<file path="config.mk">
export PLATFORM = sky130hd
export DESIGN_NAME = aer_tx
export DESIGN_NICKNAME = d
export VERILOG_FILES = /design/src/rtl/aer_tx.sv
export SDC_FILE = /design/constraint.sdc
export NUM_CORES = 1
export LEC_CHECK = 0
export ABC_AREA = 0
export BUFFER_PORTS_ARGS = -buffer_cell sky130_fd_sc_hd__buf_4
export CORE_MARGIN = 4
export CORE_UTILIZATION = 51
export DETAILED_ROUTE_END_ITERATION = 10
export PLACE_DENSITY = 0.86
export RECOVER_POWER = 25
export SYNTH_ARGS = -nofsm -noshare
export SYNTH_HDL_FRONTEND = slang
export SYNTH_SLANG_ARGS = --single-unit
</file>
<file path="constraint.sdc">
create_clock -name CLK -period 2.4 [get_ports CLK]
set_clock_uncertainty 0.15 [all_clocks]
set_input_delay 0.48 -clock CLK [delete_from_list [all_inputs] [get_ports CLK]]
set_output_delay 0.48 -clock CLK [all_outputs]
set_load 0.05 [all_outputs]
</file>
<file path="src/rtl/aer_tx.sv">
// aer_tx: Address-Event Representation transmitter.
// Spike events from the core are buffered in a small FIFO. Each event is
// then sent on the off-chip AER bus with a 4-phase bundled-data REQ/ACK
// handshake. The asynchronous ACK passes through a flop synchronizer.
//
// Core side handshake: an event transfers on a rising CLK edge where
// EVT_VALID and EVT_READY are both high. EVT_VALID must hold EVT_ADDR
// stable until that edge. EVT_READY depends only on the registered
// FIFO level, never on EVT_VALID.
module aer_tx #(
    parameter int ADDR_W      = 8,
    parameter int FIFO_DEPTH  = 4,
    parameter int SYNC_STAGES = 2
) (
    input  logic                          CLK,
    input  logic                          RST,
    input  logic                          EVT_VALID,
    input  logic [ADDR_W-1:0]             EVT_ADDR,
    output logic                          EVT_READY,
    output logic                          AEROUT_REQ,
    output logic [ADDR_W-1:0]             AEROUT_ADDR,
    input  logic                          AEROUT_ACK,
    output logic [$clog2(FIFO_DEPTH):0]   FIFO_LEVEL,
    output logic                          BUSY,
    output logic [1:0]                    DBG_STATE
);

    localparam int PTR_W = $clog2(FIFO_DEPTH);
    localparam int LVL_W = PTR_W + 1;
    localparam logic [LVL_W-1:0] FULL_LVL = LVL_W'(FIFO_DEPTH);

    typedef enum logic [1:0] {
        S_IDLE   = 2'd0,
        S_SETUP  = 2'd1,
        S_REQ_HI = 2'd2,
        S_ACK_LO = 2'd3
    } state_t;

    logic [ADDR_W-1:0]      r_mem [FIFO_DEPTH];
    logic [PTR_W-1:0]       r_wptr;
    logic [PTR_W-1:0]       r_rptr;
    logic [LVL_W-1:0]       r_level;
    logic [SYNC_STAGES-1:0] r_sync;
    state_t                 r_state;
    logic                   r_req;
    logic [ADDR_W-1:0]      r_addr;

    logic w_ready;
    logic w_push;
    logic w_pop;
    logic w_ack_s;
    logic w_ack_clear;

    assign w_ready = (r_level != FULL_LVL);
    assign w_push  = EVT_VALID && w_ready;
    assign w_ack_s = r_sync[SYNC_STAGES-1];
    // A new request starts only when every synchronizer stage has seen ACK
    // low. Otherwise an ACK still held high across reset release would go
    // unnoticed while the reset zeros drain out of the chain.
    assign w_ack_clear = (r_sync == '0);
    assign w_pop = (r_state == S_IDLE) && (r_level != '0) && w_ack_clear;

    // Synchronize the asynchronous acknowledge into the CLK domain.
    always_ff @(posedge CLK) begin
        if (RST) begin
            r_sync <= '0;
        end else begin
            r_sync <= {r_sync[SYNC_STAGES-2:0], AEROUT_ACK};
        end
    end

    // FIFO storage write; contents need no reset because level gates reads.
    always_ff @(posedge CLK) begin
        if (w_push) begin
            r_mem[r_wptr] <= EVT_ADDR;
        end
    end

    // FIFO pointers and occupancy counter.
    always_ff @(posedge CLK) begin
        if (RST) begin
            r_wptr  <= '0;
            r_rptr  <= '0;
            r_level <= '0;
        end else begin
            if (w_push) begin
                r_wptr <= r_wptr + PTR_W'(1);
            end
            if (w_pop) begin
                r_rptr <= r_rptr + PTR_W'(1);
            end
            unique case ({w_push, w_pop})
                2'b10:   r_level <= r_level + LVL_W'(1);
                2'b01:   r_level <= r_level - LVL_W'(1);
                default: r_level <= r_level;
            endcase
        end
    end

    // 4-phase handshake FSM. The address is loaded only when an event is
    // popped, so it stays frozen through REQ high and the ACK-low wait.
    always_ff @(posedge CLK) begin
        if (RST) begin
            r_state <= S_IDLE;
            r_req   <= 1'b0;
            r_addr  <= '0;
        end else begin
            unique case (r_state)
                S_IDLE: begin
                    r_req <= 1'b0;
                    if (w_pop) begin
                        r_addr  <= r_mem[r_rptr];
                        r_state <= S_SETUP;
                    end
                end
                S_SETUP: begin
                    r_req   <= 1'b1;
                    r_state <= S_REQ_HI;
                end
                S_REQ_HI: begin
                    if (w_ack_s) begin
                        r_req   <= 1'b0;
                        r_state <= S_ACK_LO;
                    end
                end
                S_ACK_LO: begin
                    r_req <= 1'b0;
                    if (!w_ack_s) begin
                        r_state <= S_IDLE;
                    end
                end
                default: begin
                    r_req   <= 1'b0;
                    r_state <= S_IDLE;
                end
            endcase
        end
    end

    assign EVT_READY   = w_ready;
    assign AEROUT_REQ  = r_req;
    assign AEROUT_ADDR = r_addr;
    assign FIFO_LEVEL  = r_level;
    assign BUSY        = (r_level != '0) || (r_state != S_IDLE);
    assign DBG_STATE   = r_state;

endmodule
</file>
==> out/qor.txt <==
Status = finished, violations left
Violated checks = negative setup slack
IO Port Bufs = 27
Final period util = 1.01
Layout area overhead = 17.1%
Top post-synthesis cells by count = edfxtp_1, dfxtp_1, a21oi_1, nand3_1, o21ai_0
GPL Wtd Cong = 0.869
Max frequency = 414 MHz
Met3 Use GR = 0.0405
Design Area, Final = 0.00261 sq mm
Largest area contributor in the netlist = edfxtp_1
Worst setup slack after layout = -17.8 ps
CTS clk-pin slew, worst paths = 90 ps
CP max FO = 2
Mean post-synth cell area = 13.7 sq um
Number of max-cap violations = 0
WL/cell = 17.0 um
Post-Route WL = 4190 um
CP Data Arrival Time = 2500 ps
Initial DRT Pass Iterations = 4
Reg2reg start = DBG_STATE[1]$_SDFFE_PP0P_
Drt drc = 0
Crit Path Class = reg -> reg
PwrDens = 1260 mW/mm^2
Critical Path RT = 2480 ps
Worst vdd ir = 534 uV
Top FF cell, synth = edfxtp_1
R2R depth = 10
Final ANT Viol Nets = 0
Worst hold path endpoint = r_mem[1][5]$_DFFE_PP_
Hold_buf cts = 0
HP Class = in -> reg
Ys Warns = 0
CTS Buf Count = 5
Slew Viols, Final = 0
GR Overflow Total = 0
Final min period = 2420 ps
Hold Startpoint = EVT_ADDR[5]
Busiest layer in global routing = met2
First-pass GRT wire length = 6790 um
Setup Viol. Count Final = 1
Clock Latency Late Sink = 300 ps
Antenna violations before repair = 0
N_diodes = 0
Met1 usage = 0.200
Root Buffer = clkbuf_8
Cell variety after synth = 37
I/O Pins = 28
Vias/cell = 5.64
Clock Tree Buf Depth = 2
CTS tree = done
Least-Margin Pin Slew = 666 ps
CTS H-tree depth = 2
Vias in the first global route = 1,401
Die Y = 74.1 um
Endpoint class of the critical path = register
Largest net degree at the start of global routing = 23
Leak Pwr = 0.939 nW
Final hold vios = 0
CP Launch Type = register
Sink Count = 52
Worst slew margin = 0.556
R2R Setup Slk = -20 ps
Reg-to-Reg End = FIFO_LEVEL[2]$_SDFFE_PP0P_
Asr flop ratio synth = 0
Top cell type's share of synthesized area = 0.431
Post-CTS setup buffer count = 0
EDFF count, synth = 32
Mapped Area = 0.00223 sq mm
Setup TNS = -17.8 ps
Die width = 74.1 um
Synth Instances = 163
Critical path origin = DBG_STATE[1]$_SDFFE_PP0P_
Hold path depth = 1
Placed cell areas = 0.00253 sq mm
Overall Global Routing Usage = 0.167
Sequential area share after synthesis = 0.611
Number of synthesized register bits = 52
Layout cell share with drive strength beyond 1 = 0.310
Ranking of synthesized cells by area = edfxtp_1, dfxtp_1, mux4_2
Initial DRC count = 75
Core Region = 0.00412 sq mm
Final core occ = 0.635
Post-Syn Nets = 185
Top-count cell post-synth = edfxtp_1
Final Net Count = 218
Vias = 1,392
Num rows = 23
RSZ-0062 raised after global routing = true
HPWL after DPL = 2960 um
Initial Util = 0.542
GR met2 Demand/Resource = 0.294
Die area = 0.00549 sq mm
-- metrics by stage --
stage | hold WS [ps] | instances | total power, W | setup slack, ps
global route | 222 | 247 | 0.00346 | -85.2
finish | 227 | 247 | 0.00328 | -17.8
floorplan | 331 | 163 | 0.00240 | -110
CTS | 210 | 247 | 0.00331 | 4.15
global placement | 320 | 239 | 0.00272 | 44.9
detailed placement | 327 | 239 | 0.00279 | -46.2
-- report_power, final --
part	switching [W]	leakage, nW	internal, W	total [W]
Sequential	0.000144	0.460	0.00111	0.00125
Clock	0.000279	0.0378	0.000201	0.000480
Combinational	0.000941	0.442	0.000608	0.00155
Total	0.00136	0.939	0.00192	0.00328
-- state kept, by name (all words and copies together), names as in the netlist --
signal / count
r_wptr: 2
FIFO_LEVEL: 3
AEROUT_REQ: 1
r_sync: 2
DBG_STATE: 2
AEROUT_ADDR: 8
r_rptr: 2
r_mem: 32
-- layout by cell type (no fill, tap or decap), types with 2 or more instances in the layout --
cell / count
mux4_2: 8
clkbuf_1: 6
o21ai_0: 10
nand2b_1: 3
dfxtp_4: 2
dfxtp_2: 2
or3_1: 3
a21o_1: 2
and3_1: 4
nor2b_1: 2
inv_4: 2
ha_4: 2
buf_4: 29
edfxtp_1: 32
a21oi_1: 14
inv_1: 6
xor2_1: 2
ha_1: 7
clkbuf_8: 5
dfxtp_1: 16
nor2_1: 6
nor3_1: 2
clkinvlp_4: 2
nand3_1: 10
nand2_1: 2
-- area by class of cell --
type                            instances  area, sq um
Multi-Input combinational cell         93          811
Sequential cell                        52         1370
Fill cell                             304         1500
Clock inverter                          3         18.8
Clock buffer                            5         68.8
Timing Repair Buffer                   35          240
Inverter                                9         38.8
Tap cell                               50         62.6
-- worst max path at each step --
| stage | to | slack (ps) |
|---|---|---|
| finish | FIFO_LEVEL[2]$_SDFFE_PP0P_ | -20 |
| global route | FIFO_LEVEL[2]$_SDFFE_PP0P_ | -90 |
| CTS | FIFO_LEVEL[2]$_SDFFE_PP0P_ | 4 |
| detailed placement | FIFO_LEVEL[2]$_SDFFE_PP0P_ | -50 |
| global placement | FIFO_LEVEL[2]$_SDFFE_PP0P_ | 40 |
| floorplan | FIFO_LEVEL[2]$_SDFFE_PP0P_ | -110 |
-- worst max-delay path: stages (launching register included) --
cell     delay (ps)
dfxtp_4         360
inv_4            60
ha_4            130
or3b_4          390
nor2_4          130
ha_4            150
inv_2            30
fa_2            320
xor2_1          160
or3_1           320
a21oi_1         130
-- logic make-up after synthesis --
group / after synthesis / share of synthesized area
xor+xnor: 2 / 0.00786
compound gates: 33 / 0.0904
buf+inv: 18 / 0.0415
simple gates: 38 / 0.0999
fa+ha+maj: 10 / 0.0595
flops: 52 / 0.611
mux: 10 / 0.0903
-- metal layers --
layer / routed length (um) / up-vias
met3: 189 / 7
met5: 0 / -
met2: 2210 / 37
met1: 1720 / 681
met4: 68 / 0
li1: - / 667
-- repair_timing --
| item | CTS | global route |
|---|---|---|
| setup endpoints to repair | 1 | 1 |
| pin swaps | 1 | 0 |
| gates resized for setup | 3 | 0 |
Note: power is estimated with default switching activity, not from simulation.
